--- src/rtl/dmem_write_buffer_if.sv ---
// dmem_write_buffer_if: core-store, memory-drain and status signals of the posted-store buffer.
//   master: drives MemWrite/DataAdr/WriteData/mem_ready (core + memory side), observes the rest
//   slave : the buffer itself
//   Forwarding signals LoadAdr/fwd_hit/fwd_data exist only when DMEM_WB_FORWARD_EN is defined.
interface dmem_write_buffer_if #(parameter int DEPTH = 4, parameter int AW = 32, parameter int DW = 32);
  logic                    MemWrite;
  logic [AW-1:0]           DataAdr;
  logic [DW-1:0]           WriteData;
  logic                    Stall;
  logic                    mem_valid;
  logic                    mem_ready;
  logic [AW-1:0]           mem_addr;
  logic [DW-1:0]           mem_wdata;
  logic [$clog2(DEPTH):0]  count;
  logic                    empty;
  logic                    align_err;
`ifdef DMEM_WB_FORWARD_EN
  logic [AW-1:0]           LoadAdr;
  logic                    fwd_hit;
  logic [DW-1:0]           fwd_data;
  modport master (output MemWrite, DataAdr, WriteData, mem_ready, LoadAdr,
                  input Stall, mem_valid, mem_addr, mem_wdata, count, empty, align_err, fwd_hit, fwd_data);
  modport slave  (input MemWrite, DataAdr, WriteData, mem_ready, LoadAdr,
                  output Stall, mem_valid, mem_addr, mem_wdata, count, empty, align_err, fwd_hit, fwd_data);
`else
  modport master (output MemWrite, DataAdr, WriteData, mem_ready,
                  input Stall, mem_valid, mem_addr, mem_wdata, count, empty, align_err);
  modport slave  (input MemWrite, DataAdr, WriteData, mem_ready,
                  output Stall, mem_valid, mem_addr, mem_wdata, count, empty, align_err);
`endif
endinterface

--- src/rtl/dmem_write_buffer.sv ---
// dmem_write_buffer: posted-store FIFO between the core store port and a valid/ready data memory.
//   clk   : rising-edge clock
//   reset : asynchronous active-low reset
//   bus   : dmem_write_buffer_if.slave (store in, drain out, count/empty/align_err status)
//   Optional store-to-load forwarding enabled by defining DMEM_WB_FORWARD_EN.
module dmem_write_buffer #(
  parameter int DEPTH = 4,
  parameter int AW    = 32,
  parameter int DW    = 32
) (
  input logic               clk,
  input logic               reset,
  dmem_write_buffer_if.slave bus
);
  localparam int PW = $clog2(DEPTH);
  logic [AW-1:0] addr_q [DEPTH];
  logic [DW-1:0] data_q [DEPTH];
  logic [PW-1:0] wr_ptr, rd_ptr;
  logic [PW:0]   cnt;
  logic          err, aligned, full, enq, deq;
  assign aligned       = bus.DataAdr[1:0] == 2'b00;
  assign full          = cnt == (PW+1)'(DEPTH);
  assign deq           = bus.mem_valid & bus.mem_ready;
  // a full buffer still accepts a store when the head leaves in the same cycle
  assign enq           = bus.MemWrite & aligned & (~full | deq);
  assign bus.Stall     = bus.MemWrite & aligned & full & ~deq;
  assign bus.empty     = cnt == '0;
  assign bus.mem_valid = ~bus.empty;
  assign bus.mem_addr  = addr_q[rd_ptr];
  assign bus.mem_wdata = data_q[rd_ptr];
  assign bus.count     = cnt;
  assign bus.align_err = err;
  always_ff @(posedge clk or negedge reset)
    if (!reset) begin
      wr_ptr <= '0;
      rd_ptr <= '0;
      cnt    <= '0;
      err    <= 1'b0;
    end else begin
      if (enq) wr_ptr <= wr_ptr + PW'(1);
      if (deq) rd_ptr <= rd_ptr + PW'(1);
      cnt <= cnt + (PW+1)'(enq) - (PW+1)'(deq);
      if (bus.MemWrite && !aligned) err <= 1'b1;
    end
  // storage needs no reset: occupancy alone decides which entries are live
  always_ff @(posedge clk)
    if (enq) begin
      addr_q[wr_ptr] <= bus.DataAdr;
      data_q[wr_ptr] <= bus.WriteData;
    end
`ifdef DMEM_WB_FORWARD_EN
  logic [PW-1:0] idx;
  // walk oldest to youngest so the last match left standing is the youngest
  always_comb begin
    bus.fwd_hit  = 1'b0;
    bus.fwd_data = '0;
    idx          = '0;
    for (int i = 0; i < DEPTH; i++) begin
      idx = rd_ptr + PW'(i);
      if ((PW+1)'(i) < cnt && addr_q[idx] == bus.LoadAdr) begin
        bus.fwd_hit  = 1'b1;
        bus.fwd_data = data_q[idx];
      end
    end
  end
`endif
endmodule
--- src/flat_wrapper.sv ---
// flat-port wrapper written by rule: the top's interface ports become plain ports
module dmem_write_buffer_flat 
#(
  parameter int DEPTH = 4,
  parameter int AW    = 32,
  parameter int DW    = 32
)
  (clk, reset, bus_MemWrite, bus_DataAdr, bus_WriteData, bus_mem_ready, bus_Stall, bus_mem_valid, bus_mem_addr, bus_mem_wdata, bus_count, bus_empty, bus_align_err);
  dmem_write_buffer_if #(.DEPTH(DEPTH), .AW(AW), .DW(DW)) bus_i ();
  input logic clk;
  input logic reset;
  input wire logic [$bits(bus_i.MemWrite)-1:0] bus_MemWrite;
  input wire logic [$bits(bus_i.DataAdr)-1:0] bus_DataAdr;
  input wire logic [$bits(bus_i.WriteData)-1:0] bus_WriteData;
  input wire logic [$bits(bus_i.mem_ready)-1:0] bus_mem_ready;
  output wire logic [$bits(bus_i.Stall)-1:0] bus_Stall;
  output wire logic [$bits(bus_i.mem_valid)-1:0] bus_mem_valid;
  output wire logic [$bits(bus_i.mem_addr)-1:0] bus_mem_addr;
  output wire logic [$bits(bus_i.mem_wdata)-1:0] bus_mem_wdata;
  output wire logic [$bits(bus_i.count)-1:0] bus_count;
  output wire logic [$bits(bus_i.empty)-1:0] bus_empty;
  output wire logic [$bits(bus_i.align_err)-1:0] bus_align_err;
  assign bus_i.MemWrite = bus_MemWrite;
  assign bus_i.DataAdr = bus_DataAdr;
  assign bus_i.WriteData = bus_WriteData;
  assign bus_i.mem_ready = bus_mem_ready;
  assign bus_Stall = bus_i.Stall;
  assign bus_mem_valid = bus_i.mem_valid;
  assign bus_mem_addr = bus_i.mem_addr;
  assign bus_mem_wdata = bus_i.mem_wdata;
  assign bus_count = bus_i.count;
  assign bus_empty = bus_i.empty;
  assign bus_align_err = bus_i.align_err;
  dmem_write_buffer #(.DEPTH(DEPTH), .AW(AW), .DW(DW)) u_core (.clk(clk), .reset(reset), .bus(bus_i));
endmodule
--- config.mk ---
export PLATFORM = sky130hd
export DESIGN_NAME = dmem_write_buffer_flat
export DESIGN_NICKNAME = d
export VERILOG_FILES = /design/src/rtl/dmem_write_buffer_if.sv /design/src/rtl/dmem_write_buffer.sv /design/src/flat_wrapper.sv
export SDC_FILE = /design/constraint.sdc
export NUM_CORES = 1
export LEC_CHECK = 0
export ABC_AREA = 1
export BUFFER_PORTS_ARGS = -buffer_cell sky130_fd_sc_hd__buf_2
export CELL_PAD_IN_SITES_DETAIL_PLACEMENT = 0
export CELL_PAD_IN_SITES_GLOBAL_PLACEMENT = 1
export CORE_MARGIN = 10
export CORE_UTILIZATION = 50
export DETAILED_ROUTE_END_ITERATION = 8
export GPL_ROUTABILITY_DRIVEN = 0
export MAX_ROUTING_LAYER = met4
export PLACE_DENSITY = 0.86
export SYNTH_ARGS = -nofsm -noshare
export SYNTH_HDL_FRONTEND = slang
export SYNTH_SLANG_ARGS = --single-unit
--- constraint.sdc ---
create_clock -name clk -period 6.5 [get_ports clk]
set_input_delay 1.625 -clock clk [delete_from_list [all_inputs] [get_ports clk]]
set_output_delay 1.625 -clock clk [all_outputs]
set_load 0.02 [all_outputs]
# Word level (Yosys, flattened, before mapping)
# Memories as Yosys holds them, arrays and structs flattened.
# Index checks and enable logic that the tools add are counted.
[totals] register_bits=8 ram_bits=256 latch_bits=0 input_bits=68 elab_cells=26 output_inout_bits=71 mem_bits_ro=0 n_memories=2
[classes] n_eq_ne=1 n_lt_le_gt_ge=0 n_bitwise=9 n_mux=2 add_sub_neg=4 multipliers=0 n_reduce_logical=4 n_shift=0 div=0
[mem_list] name="u_core.addr_q" depth=4 width=32 rd=1 rd_ports_with_merged_regs=0 wr=1 line_no="dmem_write_buffer.sv:16" source="logic [AW-1:0] addr_q [DEPTH];"
[mem_list] name="u_core.data_q" depth=4 width=32 rd=1 rd_ports_with_merged_regs=0 wr=1 line_no="dmem_write_buffer.sv:17" source="logic [DW-1:0] data_q [DEPTH];"
[op_table] op="$and 1x1->1" count=5
[op_table] op="$add 2x1->2 const B" count=2
[op_table] op="$add 3x1->3" count=1
[op_table] op="$eq 3x3->1 const B" count=1
[op_table] op="$logic_not 3->1" count=1
[op_table] op="$not 1->1" count=3
[op_table] op="$sub 3x1->3" count=1
[op_table] op="$logic_not 2->1" count=1
[op_table] op="$mux 1" count=2
[op_table] op="$logic_and 1x1->1" count=1
[op_table] op="$logic_not 1->1" count=1
[op_table] op="$or 1x1->1" count=1

# Logic depth before layout (Yosys ltp)
[depth] ltp_word=7 ltp_mapped=10 depth_no_buf=10

# Least setup slack after synthesis
# No wires, ideal clock.
[synth_path] path_type="in2reg" from="input bus_DataAdr[0]" to="memory u_core.addr_q[0][0], enable pin" path_buffers=0 cell_stages=5 setup_ns=0.487 required_time_ns=6.013 t_arrival_ns=4.724 path_slack_ns=1.290 cell_sequence="inv_1 nand2_1 nor2_1 nand2_1 nor2_1"
[synth_via] elab_chain_len=5
[synth_lines] item="start: declaration" line_no="flat_wrapper.sv:13" source="input wire logic [$bits(bus_i.DataAdr)-1:0] bus_DataAdr;"
[synth_lines] item="$logic_not 2->1" line_no="dmem_write_buffer.sv:21" source="assign aligned = bus.DataAdr[1:0] == 2'b00;"
[synth_lines] item="$and 1x1->1 (2 in series)" line_no="dmem_write_buffer.sv:25" source="assign enq = bus.MemWrite & aligned & (~full | deq);"
[synth_lines] item="$mux 1" line_no="dmem_write_buffer.sv:47" source="if (enq) begin"
[synth_lines] item="$mux 1 (implied by the code)" line_no="dmem_write_buffer.sv:48" source="addr_q[wr_ptr] <= bus.DataAdr;"
[synth_lines] item="end: declaration" line_no="dmem_write_buffer.sv:16"
# Every way passes these cells.

# Final worst setup path
[layout_path] from="register u_core.rd_ptr[0]" to="output bus_mem_wdata[26]"
[layout_via] elab_chain_len=1
[layout_lines] item="start: declaration" line_no="dmem_write_buffer.sv:18" source="logic [PW-1:0] wr_ptr, rd_ptr;"
[layout_lines] item="start signal: assignment" line_no="dmem_write_buffer.sv:41" source="if (deq) rd_ptr <= rd_ptr + PW'(1);"
[layout_lines] item="$mem_v2 4x32"
[layout_lines] item="end: declaration" line_no="flat_wrapper.sv:19" source="output wire logic [$bits(bus_i.mem_wdata)-1:0] bus_mem_wdata;"
# Every way passes these cells.

==> implementation parameters <==
Parameter                              Value

Run status
  Result of the run ... finished clean

Run
  Max-cap check violation count ... 0

Placed design
  Final HPWL from detailed placement ... around 12000 µm
  Post-Place Cell Area ... roughly 0.011 mm²
  Place WS ... approximately 2.4 ns
  Port-buffer cells ... ~140
  Dpl cells ... 1122

Floorplanning
  Number of I/O pins ... 139
  Horizontal extent of the die ... 163 µm
  Core Rows ... 52
  DIE AREA ... 0.0265 mm²
  Placeable core area ... 0.0202 mm²
  Die height ... around 160 µm
  Starting density of the core ... 0.506

Min path
  Start point of the worst min-delay path ... u_core.bus.align_err
  Type of the most critical hold path ... flip-flop to flip-flop

Detailed routing
  Avg WL per Cell ... 17.6 µm
  Routed via count ... about 6100
  Drc violations ... 0
  Detailed-route vias per instance ... 5.16
  Number of iterations in the first detailed-routing pass ... 5
  First-iteration detailed-routing DRC count ... 426
  Total Routed Length ... 20600 µm
  ANT nets after route ... 0

Clock tree
  Clock latency at the later pin of the worst-skew pair ... approximately 0.51 ns
  Buffer levels on the longest clock path ... 3
  CTS buffer count ... 26
  Total setup buffers inserted after CTS ... 0
  Post-cts gate resize count ... 0
  CTS Sinks ... ~260
  Number of levels the H-tree was split into ... 1
  CTS tree ... yes
  Reg clk slew, reported paths ... 0.06 ns
  Number of buffers added to fix hold violations after cts ... 0
  Clock root buffer ... sky130_fd_sc_hd__clkbuf_16

Worst setup path
  Timing startpoint of the critical path ... u_core.rd_ptr[0]
  Nature of the critical path startpoint ... flip-flop
  Critical setup path kind ... flip-flop to output pin
  Reg-to-reg critical path startpoint ... u_core.bus.count[2]
  CP Data Required Time ... a little under 5 ns
  Worst setup EP type ... output pin
  Arrival time at the worst endpoint ... about 2.9 ns
  Largest fanout of any net on the critical path ... 106

STA
  Final critical delay including setup and external delays ... roughly 4.5 ns
  Final critical-path share of the clock period ... 0.688
  Maximum achievable frequency ... 0.224 GHz
  Hold slack ... around 0.47 ns
  Final max-slew violation count ... 0
  Setup Skew ... ~0.013 ns
  Worst slew margin relative to its limit ... 0.213
  RSZ-0062 raised after global routing ... no
  Final worst setup slack ... 2.03 ns
  Worst Max-Slew Pin Slew ... approximately 1.2 ns
  Final setup TNS ... 0 ns
  Number of setup violations in the final report ... 0
  Number of failing hold endpoints at the final stage ... 0

GRT
  All-layer global routing usage ... 0.156
  Congestion Overflow GR ... 0
  Global-route wire length before repair ... 32200 µm
  Via count of the first global-routing pass ... 6069
  Antenna violations before repair ... 3
  Pin count of the biggest net entering global routing ... 131

Synthesis
  Mean instance size in the synthesized netlist ... 13.6 µm²
  Share of the yosys chip area belonging to registers ... 0.773
  Number of enable flip-flop cells after synthesis ... 256
  Post-synth top flop ... sky130_fd_sc_hd__edfxtp_1
  Area of the mapped netlist ... 0.0102 mm²
  Share of flip-flops with an asynchronous set or reset ... 0.0303
  Flip-flop and latch count after synthesis ... 264
  Number of warnings issued by yosys ... 0
  Number of nets in the synthesized netlist ... 826
  Post-Synthesis Cells ... 751
  Number of distinct library cells after synthesis ... 19

Power
  Power density over cell area ... between 400 and 500 mW/mm²
  Peak supply drop ... 0.404 mV
  Leak pwr ... 4.23 nW
  Total power ... 5.22 mW

Layout
  Leading cell type in the layout, fill and taps excluded ... sky130_fd_sc_hd__edfxtp_1
  Layout cell share with drive strength beyond 1 ... 0.207
  Count of placed standard cells in the final layout, fillers left out ... ~1200
  Leading cell types in the layout, fill and taps excluded ... 256 x sky130_fd_sc_hd__edfxtp_1, 195 x sky130_fd_sc_hd__nor2_1, 138 x sky130_fd_sc_hd__buf_2
  Post-layout net count ... approximately 960
  Util after Layout ... 0.588
  Final design instance area without fill ... between 0.01 and 0.015 mm²
  Synth-to-layout area growth ... 16.3%
path summary, 6_finish.rpt:
check | to | slack [ns] | cells after the start
max | bus_mem_wdata[26] | 2.03 | 6
min | u_core.bus.align_err | 0.47 | 1
max reg2reg | u_core.addr_q[0][1] | 3.92 | 6
min reg2reg | u_core.bus.align_err | 0.47 | 1
max in group asynchronous | u_core.rd_ptr[0] | 5.34 | 1
min in group asynchronous | u_core.wr_ptr[1] | 0.95 | 1
critical path, stage by stage, from the launching register on:
cell and delay [ns]:
sky130_fd_sc_hd__dfrtp_4 0.62, sky130_fd_sc_hd__buf_4 0.89, sky130_fd_sc_hd__nor2_1 0.11, sky130_fd_sc_hd__nor2_1 0.13, sky130_fd_sc_hd__o21ai_0 0.11, sky130_fd_sc_hd__o21ai_1 0.17
sky130_fd_sc_hd__buf_2 0.20
power by group:
group	switching, mW	internal, mW
Clock	0.585	0.891
Sequential	0.0603	1.97
Combinational	1.21	0.500
cell families (layout without fill, tap and decap cells):
logic type | count (synthesis) | after routing | synth area share
AO/OA/AOI/OAI | 193 | 193 | 0.0949
XOR/XNOR | 1 | 1 | 0.000859
adder cells (fa/ha/maj) | 7 | 7 | 0.00932
buffers and inverters | 63 | 212 | 0.0390
flip-flops | 264 | 264 | 0.773
other | 0 | 3 | 0
AND/OR/NAND/NOR | 223 | 223 | 0.0828
Yosys cell counts (4+ instances only):
cell,number,area [µm²]
sky130_fd_sc_hd__nor2_1,199,747
sky130_fd_sc_hd__o21ai_0,94,470
sky130_fd_sc_hd__nand2_1,18,67.6
sky130_fd_sc_hd__buf_4,4,30.0
sky130_fd_sc_hd__buf_6,16,180
sky130_fd_sc_hd__dfrtp_1,8,200
sky130_fd_sc_hd__edfxtp_1,256,7690
sky130_fd_sc_hd__nand3_1,5,25.0
sky130_fd_sc_hd__o21ai_1,98,490
sky130_fd_sc_hd__inv_1,18,67.6
sky130_fd_sc_hd__clkbuf_1,4,15.0
sky130_fd_sc_hd__ha_1,6,75.1
sky130_fd_sc_hd__buf_2,19,95.1
metal layers:
layer / wire length, µm / global-route usage
met5: 0 / -
met4: 440 / 0.0451
met3: 1210 / 0.0313
met2: 10400 / 0.262
met1: 8590 / 0.187
flip-flops by register name (all words and copies together) (netlist names):
register,cells
u_core.addr_q,128
u_core.bus.align_err,1
u_core.bus.count,3
u_core.data_q,128
u_core.rd_ptr,2
u_core.wr_ptr,2
area by class of cell:
class,instances,area (µm²)
multi-input cells,424,1950
diodes,3,7.51
well taps,270,338
fillers,1596,8300
clock buffers,36,719
inverters,20,78.8
repair buffers,144,748
flip-flops and latches,264,7890
clock inverters,12,135
No activity file was read; power rests on OpenSTA's default activity.
